$ cat src/rtl/uart_rx_pkg.sv
// ============================================================================
// Module : uart_rx_pkg
// Brief  : Shared types and constants for the UART receive path.
// Rev    : 1.0  initial release
// ============================================================================
`default_nettype none

package uart_rx_pkg;

  localparam int UART_DATA_BITS = 8;
  localparam int UART_BIT_IDX_W = $clog2(UART_DATA_BITS);

  // The idle level of the serial line; synchroniser flops reset to it.
  localparam logic UART_LINE_IDLE = 1'b1;

  typedef enum logic [2:0] {
    UART_ST_IDLE   = 3'd0,
    UART_ST_START  = 3'd1,
    UART_ST_DATA   = 3'd2,
    UART_ST_PARITY = 3'd3,
    UART_ST_STOP   = 3'd4
  } uart_state_t;

endpackage

`default_nettype wire

$ cat src/rtl/uart_rx_if.sv
// ============================================================================
// Module : uart_rx_if
// Brief  : Byte holding-register handshake and status pulses of uart_rx.
// Rev    : 1.0  initial release
// ============================================================================
`default_nettype none

interface uart_rx_if;
  import uart_rx_pkg::*;

  logic [UART_DATA_BITS-1:0] rx_data;
  logic                      rx_valid;
  logic                      rx_ready;
  logic                      frame_err;
  logic                      overrun;
  logic                      parity_err;

  modport master (
    output rx_data,
    output rx_valid,
    input  rx_ready,
    output frame_err,
    output overrun,
    output parity_err
  );

  modport slave (
    input  rx_data,
    input  rx_valid,
    output rx_ready,
    input  frame_err,
    input  overrun,
    input  parity_err
  );

endinterface

`default_nettype wire

$ cat src/rtl/uart_rx_sync_2ff.sv
// ============================================================================
// Module : uart_rx_sync_2ff
// Brief  : Two-flop synchroniser with a parameterised reset level.
// Rev    : 1.0  initial release
// ============================================================================
`default_nettype none

module uart_rx_sync_2ff #(
  parameter logic RESET_VAL = 1'b1
) (
  input  logic clk,
  input  logic resetn,
  input  logic i_d,
  output logic o_q
);

  logic r_meta;
  logic r_sync;

  always_ff @(posedge clk or negedge resetn) begin
    if (!resetn) begin
      r_meta <= RESET_VAL;
      r_sync <= RESET_VAL;
    end else begin
      r_meta <= i_d;
      r_sync <= r_meta;
    end
  end

  assign o_q = r_sync;

endmodule

`default_nettype wire

$ cat src/rtl/uart_rx.sv
// ============================================================================
// Module : uart_rx
// Brief  : 8N1 serial receiver with a one-entry valid/ready holding register.
//          Define UART_RX_PARITY_EN to add an even-parity bit after the data.
// Rev    : 1.0  initial release
// ============================================================================
`default_nettype none

module uart_rx
  import uart_rx_pkg::*;
#(
  parameter int DIV_W   = 16,
  parameter int DIV_MIN = 4
) (
  input  logic             clk,
  input  logic             resetn,
  input  logic             ser_rx,
  input  logic [DIV_W-1:0] cfg_div,
  uart_rx_if.master        rx_if
);

  logic                      w_rx_s;
  logic                      w_fall;
  logic [DIV_W-1:0]          w_div_clamped;
  logic                      w_half_tick;
  logic                      w_bit_tick;
  logic                      w_accept;
  logic                      w_can_load;

  uart_state_t               r_state;
  logic                      r_prev;
  logic [DIV_W-1:0]          r_div;
  logic [DIV_W-1:0]          r_cnt;
  logic [UART_BIT_IDX_W-1:0] r_bit;
  logic [UART_DATA_BITS-1:0] r_shift;
  logic [UART_DATA_BITS-1:0] r_data;
  logic                      r_valid;
  logic                      r_ferr;
  logic                      r_ovr;
`ifdef UART_RX_PARITY_EN
  logic                      r_perr;
  logic                      r_par_bad;
`endif

  uart_rx_sync_2ff #(
    .RESET_VAL (UART_LINE_IDLE)
  ) u_sync (
    .clk    (clk),
    .resetn (resetn),
    .i_d    (ser_rx),
    .o_q    (w_rx_s)
  );

  assign w_fall        = r_prev & ~w_rx_s;
  assign w_div_clamped = (cfg_div < DIV_W'(DIV_MIN)) ? DIV_W'(DIV_MIN) : cfg_div;
  assign w_half_tick   = (r_cnt == ((r_div >> 1) - DIV_W'(1)));
  assign w_bit_tick    = (r_cnt == (r_div - DIV_W'(1)));
  assign w_accept      = r_valid & rx_if.rx_ready;
  assign w_can_load    = ~r_valid | w_accept;

  always_ff @(posedge clk or negedge resetn) begin
    if (!resetn) begin
      r_state   <= UART_ST_IDLE;
      r_prev    <= UART_LINE_IDLE;
      r_div     <= DIV_W'(DIV_MIN);
      r_cnt     <= '0;
      r_bit     <= '0;
      r_shift   <= '0;
      r_data    <= '0;
      r_valid   <= 1'b0;
      r_ferr    <= 1'b0;
      r_ovr     <= 1'b0;
`ifdef UART_RX_PARITY_EN
      r_perr    <= 1'b0;
      r_par_bad <= 1'b0;
`endif
    end else begin
      r_prev <= w_rx_s;
      r_ferr <= 1'b0;
      r_ovr  <= 1'b0;
`ifdef UART_RX_PARITY_EN
      r_perr <= 1'b0;
`endif
      if (w_accept) begin
        r_valid <= 1'b0;
      end

      case (r_state)
        UART_ST_IDLE: begin
          // Edge-triggered so a line stuck low cannot start repeated frames.
          if (w_fall) begin
            r_state <= UART_ST_START;
            r_cnt   <= '0;
            r_div   <= w_div_clamped;
          end
        end

        UART_ST_START: begin
          if (w_half_tick) begin
            r_cnt   <= '0;
            r_bit   <= '0;
            r_state <= w_rx_s ? UART_ST_IDLE : UART_ST_DATA;
          end else begin
            r_cnt <= r_cnt + DIV_W'(1);
          end
        end

        UART_ST_DATA: begin
          if (w_bit_tick) begin
            r_cnt   <= '0;
            r_shift <= {w_rx_s, r_shift[UART_DATA_BITS-1:1]};
            r_bit   <= r_bit + UART_BIT_IDX_W'(1);
            if (r_bit == UART_BIT_IDX_W'(UART_DATA_BITS - 1)) begin
`ifdef UART_RX_PARITY_EN
              r_state <= UART_ST_PARITY;
`else
              r_state <= UART_ST_STOP;
`endif
            end
          end else begin
            r_cnt <= r_cnt + DIV_W'(1);
          end
        end

`ifdef UART_RX_PARITY_EN
        UART_ST_PARITY: begin
          if (w_bit_tick) begin
            r_cnt     <= '0;
            r_par_bad <= ^{r_shift, w_rx_s};
            r_state   <= UART_ST_STOP;
          end else begin
            r_cnt <= r_cnt + DIV_W'(1);
          end
        end
`endif

        UART_ST_STOP: begin
          // Leave mid-stop-bit so a back-to-back start edge is not missed.
          if (w_bit_tick) begin
            r_cnt   <= '0;
            r_state <= UART_ST_IDLE;
            if (!w_rx_s) begin
              r_ferr <= 1'b1;
            end
`ifdef UART_RX_PARITY_EN
            else if (r_par_bad) begin
              r_perr <= 1'b1;
            end
`endif
            else if (w_can_load) begin
              r_data  <= r_shift;
              r_valid <= 1'b1;
            end else begin
              r_ovr <= 1'b1;
            end
          end else begin
            r_cnt <= r_cnt + DIV_W'(1);
          end
        end

        default: begin
          r_state <= UART_ST_IDLE;
        end
      endcase
    end
  end

  assign rx_if.rx_data   = r_data;
  assign rx_if.rx_valid  = r_valid;
  assign rx_if.frame_err = r_ferr;
  assign rx_if.overrun   = r_ovr;
`ifdef UART_RX_PARITY_EN
  assign rx_if.parity_err = r_perr;
`else
  assign rx_if.parity_err = 1'b0;
`endif

endmodule

`default_nettype wire

$ cat src/flat_wrapper.sv
// flat-port wrapper written by rule: the top's interface ports become plain ports
module uart_rx_flat import uart_rx_pkg::*;
#(
  parameter int DIV_W   = 16,
  parameter int DIV_MIN = 4
)
  (clk, resetn, ser_rx, cfg_div, rx_if_rx_data, rx_if_rx_valid, rx_if_rx_ready, rx_if_frame_err, rx_if_overrun, rx_if_parity_err);
  uart_rx_if rx_if_i ();
  input  logic clk;
  input  logic resetn;
  input  logic ser_rx;
  input  logic [DIV_W-1:0] cfg_div;
  output wire logic [$bits(rx_if_i.rx_data)-1:0] rx_if_rx_data;
  output wire logic [$bits(rx_if_i.rx_valid)-1:0] rx_if_rx_valid;
  input wire logic [$bits(rx_if_i.rx_ready)-1:0] rx_if_rx_ready;
  output wire logic [$bits(rx_if_i.frame_err)-1:0] rx_if_frame_err;
  output wire logic [$bits(rx_if_i.overrun)-1:0] rx_if_overrun;
  output wire logic [$bits(rx_if_i.parity_err)-1:0] rx_if_parity_err;
  assign rx_if_rx_data = rx_if_i.rx_data;
  assign rx_if_rx_valid = rx_if_i.rx_valid;
  assign rx_if_i.rx_ready = rx_if_rx_ready;
  assign rx_if_frame_err = rx_if_i.frame_err;
  assign rx_if_overrun = rx_if_i.overrun;
  assign rx_if_parity_err = rx_if_i.parity_err;
  uart_rx #(.DIV_W(DIV_W), .DIV_MIN(DIV_MIN)) u_core (.clk(clk), .resetn(resetn), .ser_rx(ser_rx), .cfg_div(cfg_div), .rx_if(rx_if_i));
endmodule
$ cat config.mk
export PLATFORM = sky130hd
export DESIGN_NAME = uart_rx_flat
export DESIGN_NICKNAME = d
export VERILOG_FILES = /design/src/rtl/uart_rx_pkg.sv /design/src/rtl/uart_rx_if.sv /design/src/rtl/uart_rx_sync_2ff.sv /design/src/rtl/uart_rx.sv /design/src/flat_wrapper.sv
export SDC_FILE = /design/constraint.sdc
export NUM_CORES = 1
export LEC_CHECK = 0
export CORE_MARGIN = 2
export CORE_UTILIZATION = 50
export CTS_BUF_LIST = sky130_fd_sc_hd__clkbuf_4
export DETAILED_ROUTE_END_ITERATION = 16
export PLACE_DENSITY = 0.7
export SLEW_MARGIN = 5
export SYNTH_ARGS = -nofsm -noshare
export SYNTH_HDL_FRONTEND = slang
export SYNTH_SLANG_ARGS = --single-unit
$ cat constraint.sdc
create_clock -name clk -period 4.8 [get_ports clk]
set_clock_uncertainty 0.05 [all_clocks]
set_input_delay 1.2 -clock clk [delete_from_list [all_inputs] [get_ports clk]]
set_output_delay 1.2 -clock clk [all_outputs]
set_load 0.02 [all_outputs]
==> flow_summary.toml <==
[final_layout]
num_antenna_cells = 0
final_cell_count_no_fill = 502
final_nets = 423
design_area_um2 = 4210
drive_above_1_share_pct = 16.4
syn2layout_area_growth_pct = 10.0
layout_common_cells = "dfrtp_1, mux2_2, clkdlybuf4s50_1"
final_common_cell = "dfrtp_1"

[sta]
maxSlewHeadroom_pct = 42.6
worst_pin_slew_ns = 0.862
setup_viol = 0
rsz0062_at_grt = "false"
hold_viol = 0
period_share_pct = 78.4
max_freq_mhz = 266
fin_setup_tns_ns = 0
finalMaxSlewViolations = 0
period_minus_slack_ns = 3.76

[floorplanning]
fp.dieW_um = 91.5
io_pins = 32
die_h_um = 91.5
core.rowCount = 31
start_util_pct = 52.2
die_area_um2 = 8370
coreArea_um2 = 7330

[status]
outcome = "completed"

[clock_network]
ctsHoldBuffers = 0
cts_buffer_depth = 2
cts_tree = "done"
numCtsBuffers = 9
clock_sinks = 60
clk_pin_slew_ns = 0.12
cts-root-buf = "clkbuf_4"
postCtsResizedCells = 0
clkLatencyLatePin_ns = 0.41
cts_setup_buffers = 0
cts_max_level = 3

[synth]
synth_area_leaders = "dfrtp_1, mux2_2, xnor2_1"
yosysSeqAreaShare_pct = 39.4
avgSynthCellArea_um2 = 9.81
async_flop_share_pct = 100
yosys_warnings = 0
synth.distinct_cells = 65
netlist_instances = 390
synth_area_leader_cell = "dfrtp_1"
synth_ff_type = "dfrtp_1"
yosys_register_bits = 60
syn_nets = 415
synth_top_cell_area_share_pct = 36.6
synth_edf_count = 0
synth_area_um2 = 3820

[critical_path]
cp-start-kind = "flip-flop"
crit_path_max_fanout = 27
cp-end-kind = "flip-flop"
worstSetupPathType = "flip-flop to flip-flop"
arrival_ns = 4.03
worstPathRequired_ns = 5.06

[power_and_ir_drop]
ir_worst_vdd_mv = 0.347
p_leak_nw = 1.72
power_per_cell_area_nw_per_um2 = 480

[global_route]
antenna_found_initial = 0
gr-usage-all-layers_pct = 21.3
grt_pass1_wl_mm = 14.3
overflow = 0
grt_pass1_vias = 2933
grt_max_degree = 41

[route]
drt_wl_total_mm = 8.33
drtIter0Drc = 245
drt_pass1_iterations = 5
routedWlPerCell_um = 16.6
vias_per_cell = 6.07
postRouteAntennaNets = 0
route.detailed.drc = 0
dr_total_vias = 3047

[placed_design]
dp_cells = 486
port_buffers = 30
gp_congestion = 0.984
dpl_cell_area_um2 = 4070
hpwlAfterDp_mm = 6.16

[flow_run]
maxCapViolations = 0

[hold_path]
hp-class = "flip-flop to flip-flop"
-- worst paths after layout --
path                                      start                 to  slack (ns)  depth (start not counted)
max                             u_core.r_div[1]    u_core.r_cnt[3]        1.04                         10
min in group asynchronous                resetn    u_core.r_cnt[3]        0.69                          1
max in group asynchronous                resetn  u_core.u_sync.o_q        3.11                          2
max reg2reg                     u_core.r_div[1]    u_core.r_cnt[3]        1.04                         10
min reg2reg                u_core.u_sync.r_meta  u_core.u_sync.o_q        0.32                          0
min                        u_core.u_sync.r_meta  u_core.u_sync.o_q        0.32                          0
-- logic make-up (layout without fill, tap and decap cells) --
kind of cell | after synthesis | in the layout | synth area share (%)
xor gates and xnor gates | 41 | 41 | 9.75
muxes | 33 | 33 | 9.65
AOI/OAI and AO/OA | 72 | 72 | 12.9
adders and majority gates | 5 | 5 | 1.64
buffers and inverters | 49 | 62 | 6.31
DFF | 60 | 60 | 39.4
other | 1 | 1 | 0.0980
and+or+nand+nor | 129 | 129 | 20.2
-- power by group --
part	switching [mW]	internal [mW]
sequential	0.238	0.596
combinational	0.439	0.384
clock	0.203	0.160
-- cells in the mapped netlist, types with 4 or more instances --
cell type  number
a22o_1          9
dfrtp_1        56
clkbuf_1       15
mux2_2         30
nor2_1         18
ha_1            5
o21ai_0         8
or4_1           4
nand4_1         8
a31oi_1        12
buf_2          10
nand2b_1        4
dfstp_2         4
inv_1          15
nor3b_1         6
xnor2_1        25
buf_6           5
a21oi_1        19
nor4_1          9
nor3_1          6
and3_1         11
nand2_1        22
xor2_1         15
nand3_1        18
-- routing by layer --
metal	wire length [um]	track usage [%]	part of all wire, %	vias up
met4	248	10.9	3.0	0
met5	0	0	0	-
met3	441	3.57	5.3	29
li1	-	-	-	1440
met1	3880	29.8	47	1469
met2	3760	31.6	45	109
-- stage by stage --
stage | util (%) | total power, mW | setup slack [ns] | hold WS [ns]
after floorplan | - | 1.52 | 1.70 | 0.295
after global placement | 55.5 | 1.63 | 1.29 | 0.297
after detailed placement | 55.5 | 1.65 | 1.09 | 0.298
after CTS | 57.4 | 2.02 | 1.09 | 0.327
after global routing | 57.4 | 2.17 | 0.839 | 0.329
final | 57.4 | 2.02 | 1.04 | 0.317
-- worst max-delay path, cell delays in order (launching register included) --
cell and delay, ns:
dfrtp_1 0.46, inv_1 0.11, ha_1 0.31, nor4b_1 0.58
a31oi_1 0.21, a211o_1 0.32, nor4_1 0.36, nand4_1 0.26
a22o_1 0.56, a21o_1 0.27, a22o_1 0.17
-- registers in the layout, indices dropped and copies added, names as in the netlist --
register / count
u_core.rx_if.overrun: 1
u_core.u_sync.r_meta: 1
u_core.u_sync.o_q: 1
u_core.rx_if.rx_valid: 1
u_core.rx_if.frame_err: 1
u_core.r_prev: 1
u_core.r_cnt: 16
u_core.r_state: 3
u_core.r_div: 16
u_core.r_shift: 8
u_core.rx_if.rx_data: 8
u_core.r_bit: 3
-- cell type report --
type | count | area (um2)
clock inverters | 7 | 75.1
flip-flops and latches | 60 | 1510
clock buffers | 9 | 67.6
inverters | 15 | 56.3
repair buffers | 31 | 303
well taps | 99 | 124
multi-input cells | 281 | 2080
fillers | 622 | 3120
Note: power is estimated with default switching activity, not from simulation.
